==> config.mk <==
export PLATFORM = sky130hd
export DESIGN_NAME = ctxt_data_merge
export DESIGN_NICKNAME = d
export VERILOG_FILES = /design/src/rtl/ctxt_merge_pkg.sv /design/src/rtl/merge_obuf.sv /design/src/rtl/ctxt_data_merge.sv
export SDC_FILE = /design/constraint.sdc
export NUM_CORES = 1
export LEC_CHECK = 0
export BUFFER_PORTS_ARGS = -buffer_cell sky130_fd_sc_hd__buf_4
export CORE_ASPECT_RATIO = 0.75
export CORE_MARGIN = 1.5
export CORE_UTILIZATION = 35
export DETAILED_ROUTE_END_ITERATION = 6
export GPL_TIMING_DRIVEN = 0
export PLACE_DENSITY = 0.59
export SLEW_MARGIN = 20
export SYNTH_ARGS = -nofsm -noshare
export SYNTH_HDL_FRONTEND = slang
export SYNTH_SLANG_ARGS = --single-unit
==> constraint.sdc <==
create_clock -name clk -period 3 [get_ports clk]
set_clock_uncertainty 0.05 [all_clocks]
set_input_delay 0.6 -clock clk [delete_from_list [all_inputs] [get_ports clk]]
set_output_delay 0.6 -clock clk [all_outputs]
set_load 0.01 [all_outputs]
==> src/rtl/ctxt_merge_pkg.sv <==
// ============================================================================
//  Module   : ctxt_merge_pkg
//  Purpose  : Shared bit positions and arbiter state encoding for the
//             context/data packet merge.
//  Revision : 1.0  initial release
// ============================================================================
`default_nettype none

package ctxt_merge_pkg;

   localparam int SOF_BIT = 32;
   localparam int EOF_BIT = 33;

   localparam logic [1:0] IDLE  = 2'd0;
   localparam logic [1:0] PASS0 = 2'd1;
   localparam logic [1:0] PASS1 = 2'd2;

endpackage

`default_nettype wire

==> src/rtl/merge_obuf.sv <==
// ============================================================================
//  Module   : merge_obuf
//  Purpose  : 2-entry registered output buffer; decouples downstream ready
//             from the input-side ready.
//  Revision : 1.0  initial release
// ============================================================================
`default_nettype none

module merge_obuf #(
   parameter int WIDTH = 36
) (
   input  logic             clk,
   input  logic             reset,
   input  logic             clear,
   input  logic [WIDTH-1:0] i_data,
   input  logic             i_src_rdy,
   output logic             o_dst_rdy,
   output logic [WIDTH-1:0] o_data,
   output logic             o_src_rdy,
   input  logic             i_dst_rdy
);

   logic [1:0]       r_count;
   logic [WIDTH-1:0] r_head;
   logic [WIDTH-1:0] r_tail;
   logic             w_wr;
   logic             w_rd;

   // Full comes from the registered count, so a read in the same cycle
   // never opens room for a write.
   assign o_dst_rdy = (r_count != 2'd2);
   assign o_src_rdy = (r_count != 2'd0);
   assign w_wr      = i_src_rdy & o_dst_rdy;
   assign w_rd      = o_src_rdy & i_dst_rdy;
   assign o_data    = r_head;

   always_ff @(posedge clk) begin
      if (reset | clear) begin
         r_count <= 2'd0;
         r_head  <= '0;
         r_tail  <= '0;
      end else begin
         r_count <= r_count + {1'b0, w_wr} - {1'b0, w_rd};
         if (w_rd && (r_count == 2'd2))
            r_head <= r_tail;
         else if (w_wr && ((r_count == 2'd0) || ((r_count == 2'd1) && w_rd)))
            r_head <= i_data;
         if (w_wr && (r_count == 2'd1) && !w_rd)
            r_tail <= i_data;
      end
   end

endmodule

`default_nettype wire

==> src/rtl/ctxt_data_merge.sv <==
// ============================================================================
//  Module   : ctxt_data_merge
//  Purpose  : Packet-atomic 2:1 merge of context and sample packets onto one
//             registered output. CTXT_DATA_MERGE_RR_EN selects round-robin
//             arbitration; otherwise the context input has strict priority.
//  Revision : 1.0  initial release
// ============================================================================
`default_nettype none

module ctxt_data_merge
   import ctxt_merge_pkg::*;
#(
   parameter int WIDTH = 36
) (
   input  logic             clk,
   input  logic             reset,
   input  logic             clear,
   input  logic [WIDTH-1:0] ctxt_i,
   input  logic             ctxt_src_rdy_i,
   output logic             ctxt_dst_rdy_o,
   input  logic [WIDTH-1:0] data_i,
   input  logic             data_src_rdy_i,
   output logic             data_dst_rdy_o,
   output logic [WIDTH-1:0] data_o,
   output logic             src_rdy_o,
   input  logic             dst_rdy_i
);

   logic [1:0]       r_state;
   logic [1:0]       w_state_nxt;
   logic             w_sel_src;
   logic [WIDTH-1:0] w_sel_data;
   logic             w_buf_rdy;
   logic             w_wr;
   logic             w_pick_ctxt;

`ifdef CTXT_DATA_MERGE_RR_EN
   logic r_last;

   // With both requesting, the input not granted last time wins.
   assign w_pick_ctxt = ctxt_src_rdy_i & (~data_src_rdy_i | r_last);

   always_ff @(posedge clk) begin
      if (reset | clear)
         r_last <= 1'b1;
      else if ((r_state == IDLE) && (w_state_nxt == PASS0))
         r_last <= 1'b0;
      else if ((r_state == IDLE) && (w_state_nxt == PASS1))
         r_last <= 1'b1;
   end
`else
   assign w_pick_ctxt = ctxt_src_rdy_i;
`endif

   always_comb begin
      w_sel_src  = 1'b0;
      w_sel_data = '0;
      case (r_state)
         PASS0: begin
            w_sel_src  = ctxt_src_rdy_i;
            w_sel_data = ctxt_i;
         end
         PASS1: begin
            w_sel_src  = data_src_rdy_i;
            w_sel_data = data_i;
         end
         default: ;
      endcase
   end

   assign ctxt_dst_rdy_o = (r_state == PASS0) & w_buf_rdy;
   assign data_dst_rdy_o = (r_state == PASS1) & w_buf_rdy;
   assign w_wr           = w_sel_src & w_buf_rdy;

   always_comb begin
      w_state_nxt = r_state;
      case (r_state)
         IDLE: begin
            if (w_pick_ctxt)
               w_state_nxt = PASS0;
            else if (data_src_rdy_i)
               w_state_nxt = PASS1;
         end
         PASS0, PASS1: begin
            if (w_wr && w_sel_data[EOF_BIT])
               w_state_nxt = IDLE;
         end
         default: w_state_nxt = IDLE;
      endcase
   end

   always_ff @(posedge clk) begin
      if (reset | clear)
         r_state <= IDLE;
      else
         r_state <= w_state_nxt;
   end

   merge_obuf #(
      .WIDTH(WIDTH)
   ) u_obuf (
      .clk      (clk),
      .reset    (reset),
      .clear    (clear),
      .i_data   (w_sel_data),
      .i_src_rdy(w_sel_src),
      .o_dst_rdy(w_buf_rdy),
      .o_data   (data_o),
      .o_src_rdy(src_rdy_o),
      .i_dst_rdy(dst_rdy_i)
   );

endmodule

`default_nettype wire
==> impl_metrics.sql <==
INSERT INTO impl_metrics (metric_group, metric, value, unit) VALUES
('worst_setup_path', 'worst_ep_required_time', '2350', 'ps'),
('timing', 'count_of_pins_over_their_slew_limit', '0', ''),
('job', 'drv_cap', '0', ''),
('final_layout', 'seqCellArea', '1520', 'um2'),
('timing', 'maxClockFrequency', '359', 'MHz'),
('clock_tree', 'post-cts-setup-buffer-count', '0', ''),
('logic_synthesis', 'ys.flop_type', 'sky130_fd_sc_hd__dfxtp_1', ''),
('routing', 'drtIter0Drc', '331', ''),
('placed_design', 'globalplace.congestion', '0.810', ''),
('final_layout', 'num-nets-final', '661', ''),
('timing', 'timing_worst_slew_pin_value', '640', 'ps'),
('logic_synthesis', 'syn-instance-count', '451', ''),
('grt', 'antenna_found_initial', '0', ''),
('final_layout', 'design_area', '5000', 'um2'),
('placed_design', 'postPlaceCellArea', '4620', 'um2'),
('power', 'vdd_drop_max', '0.248', 'mV'),
('timing', 'slew-limit-headroom', '57.4', '%'),
('logic_synthesis', 'synthesis.area_per_instance', '7.96', 'um2'),
('routing', 'drt_wl_total', '12100', 'um'),
('floorplanning', 'io_pins', '117', ''),
('worst_setup_path', 'critical_path.endpoint_type', 'output port', ''),
('grt', 'global_route_wire_length_before_repair', '19400', 'um'),
('routing', 'drc_errors', '0', ''),
('routing', 'via_per_inst', '5.54', ''),
('routing', 'final_antenna_net_count', '0', ''),
('timing', 'final_hold_viol_count', '0', ''),
('final_layout', 'multiInputGateArea', '1860', 'um2'),
('logic_synthesis', 'ys_warn_count', '0', ''),
('floorplanning', 'initial_core_utilization', '36.6', '%'),
('routing', 'route.detailed.wl_per_inst', '16.9', 'um'),
('clock_tree', 'cts.path.max_buffers', '2', ''),
('final_layout', 'areaGrowthSynthToFinish', '39.3', '%'),
('outcome', 'outcome', 'complete, no violations', ''),
('clock_tree', 'htreeDepth', '3', ''),
('final_layout', 'n_fill_cell', '973', ''),
('grt', 'via_count_of_the_first_global_routing_pass', '3653', ''),
('worst_setup_path', 'path_class', 'flop to output port', ''),
('placed_design', 'detailed_place_hpwl', '8480', 'um'),
('logic_synthesis', 'synth-edff-count', '0', ''),
('clock_tree', 'tritoncts_clock_tree', 'built', ''),
('logic_synthesis', 'synthesis.nets', '534', ''),
('worst_setup_path', 'critical_path.startpoint_type', 'flop', ''),
('clock_tree', 'root_buffer', 'sky130_fd_sc_hd__clkbuf_16', ''),
('floorplanning', 'core-area', '9810', 'um2'),
('logic_synthesis', 'syn_area', '3590', 'um2'),
('timing', 'timing.final.crit_share', '92.9', '%'),
('logic_synthesis', 'number_of_storage_elements_in_the_synthesis_netlist', '76', ''),
('clock_tree', 'clock_sink_count', '76', ''),
('clock_tree', 'cts_hold_buffers', '0', ''),
('timing', 'finalWorstPathRequiredPeriod', '2790', 'ps'),
('worst_setup_path', 'path_max_fanout', '10', ''),
('floorplanning', 'die_width', '120', 'um'),
('clock_tree', 'clk-insertion-delay-late', '330', 'ps'),
('final_layout', 'post_route_cells_drive_above_1_share', '24.9', '%'),
('logic_synthesis', 'synth.lib_cells_used.distinct', '34', ''),
('final_layout', 'insertedDiodeCount', '0', ''),
('routing', 'detail_route.first_pass.iterations', '5', ''),
('clock_tree', 'clk_transition_reported_paths', '60', 'ps'),
('grt', 'globalRouteOverflowTotal', '0', ''),
('power', 'static-leakage-power', '1.90', 'nW'),
('timing', 'report.final.setup_viol', '0', ''),
('hold_path', 'timing.hold.worst.class', 'flop to flop', ''),
('logic_synthesis', 'synth-async-reset-ratio', '0', '%'),
('placed_design', 'numPortBuffers', '116', ''),
('floorplanning', 'core.rowCount', '31', ''),
('grt', 'globalRouteTotalUtil', '22.6', '%'),
('floorplanning', 'die_height', '90.7', 'um'),
('power', 'power.density_cell_area', '524', 'nW/um2'),
('floorplanning', 'die-area', '10900', 'um2'),
('grt', 'grt_max_degree', '14', ''),
('clock_tree', 'cts_buffers', '9', ''),
('timing', 'rsz_0062_raised_after_global_routing', 'false', ''),
('timing', 'setup_tns', '0', 'ps'),
('worst_setup_path', 'cp_data_arrival_time', '2140', 'ps'),
('logic_synthesis', 'ys_seq_area_share', '42.4', '%'),
('routing', 'via_count', '3958', '');
## stage by stage
step	hold WS, ps	power (mW)	cells	util [%]	setup slack [ps]
global placement	391	1.28	699	47.1	384
CTS	405	2.63	715	50.9	28.8
floorplan	387	1.15	451	-	994
global route	419	2.70	715	50.9	70.8
finish	405	2.62	715	50.9	212
detailed placement	397	1.29	699	47.1	347
## power breakdown
part | leakage [nW] | total, mW | internal (mW) | switching [mW]
Combinational | 1.11 | 0.251 | 0.112 | 0.139
Clock | 0.183 | 1.35 | 0.921 | 0.432
Sequential | 0.612 | 1.02 | 1.01 | 0.00311
## area by class of cell
class | instances | share of cell area (%)
Multi-Input combinational cell | 321 | 37.1
Sequential cell | 76 | 30.4
Timing Repair Buffer | 116 | 17.4
Clock buffer | 10 | 4.78
Buffer | 49 | 3.88
Tap cell | 132 | 3.30
Clock inverter | 6 | 2.68
Inverter | 5 | 0.375
## routing by layer
layer	GRT usage, %	vias up	part of all wire [%]	wire length [um]
met5	0	-	0	0
met1	31.7	1865	45	5420
met2	33.9	171	45	5470
li1	-	1911	-	-
met3	6.88	11	8.9	1070
met4	5.06	0	0.70	84
## final timing paths
path | start | to | slack [ps] | depth (start not counted)
setup / recovery | r_state[1] | ctxt_dst_rdy_o | 210 | 6
hold / removal | u_obuf.r_tail[23] | u_obuf.r_tail[23] | 410 | 2
setup reg to reg | r_state[1] | u_obuf.o_data[0] | 620 | 7
hold reg to reg | u_obuf.r_tail[23] | u_obuf.r_tail[23] | 410 | 2
## sequential cells by signal, summed over array words and instances (netlist names)
name	flops
u_obuf.o_data	36
r_state	2
u_obuf.r_count	2
u_obuf.r_tail	36
## worst max-delay path, stage by stage, from the launching register on
cell	delay (ps)
sky130_fd_sc_hd__dfxtp_1	330
sky130_fd_sc_hd__inv_1	80
sky130_fd_sc_hd__ha_1	190
sky130_fd_sc_hd__clkbuf_1	490
sky130_fd_sc_hd__buf_2	390
sky130_fd_sc_hd__nor2b_1	180
sky130_fd_sc_hd__buf_4	130
## cell usage after synthesis, types with 6 or more instances
cell	instances	area (um2)
sky130_fd_sc_hd__clkbuf_1	38	143
sky130_fd_sc_hd__a21oi_1	40	200
sky130_fd_sc_hd__dfxtp_1	76	1520
sky130_fd_sc_hd__nor2_1	11	41.3
sky130_fd_sc_hd__o21ai_1	30	150
sky130_fd_sc_hd__a31oi_1	32	200
sky130_fd_sc_hd__buf_2	6	30.0
sky130_fd_sc_hd__a22o_1	33	289
sky130_fd_sc_hd__nand2_1	65	244
sky130_fd_sc_hd__nand4_1	32	200
sky130_fd_sc_hd__nand3_1	33	165
sky130_fd_sc_hd__o21ai_0	6	30.0
## timing repair
item | in CTS | in global routing
gates cloned | 0 | 0
resized for setup | 1 | 2
setup endpoints to repair | 1 | 1
## cells by family after synthesis
logic type	count (synthesis)	synth area share [%]
buffers and inverters	54	5.86
xor gates and xnor gates	2	0.488
and+or+nand+nor	158	21.2
DFF	76	42.4
AOI/OAI and AO/OA	152	27.2
muxes	4	1.12
adders and majority gates	5	1.74
## cell usage in the layout (no fill, tap or decap), drive strengths merged, types with 2 or more instances in the layout
cell and instances:
a21oi 40, a22o 33, a22oi 5, a31oi 32, and2 2, buf 127
bufinv 4, clkbuf 48, dfxtp 76, ha 5, inv 6, mux2i 4
nand2 65, nand3 33, nand4 32, nor2 11, nor2b 4, nor3 5
o21ai 36, or2 2
(Power assumes the default switching activity.)
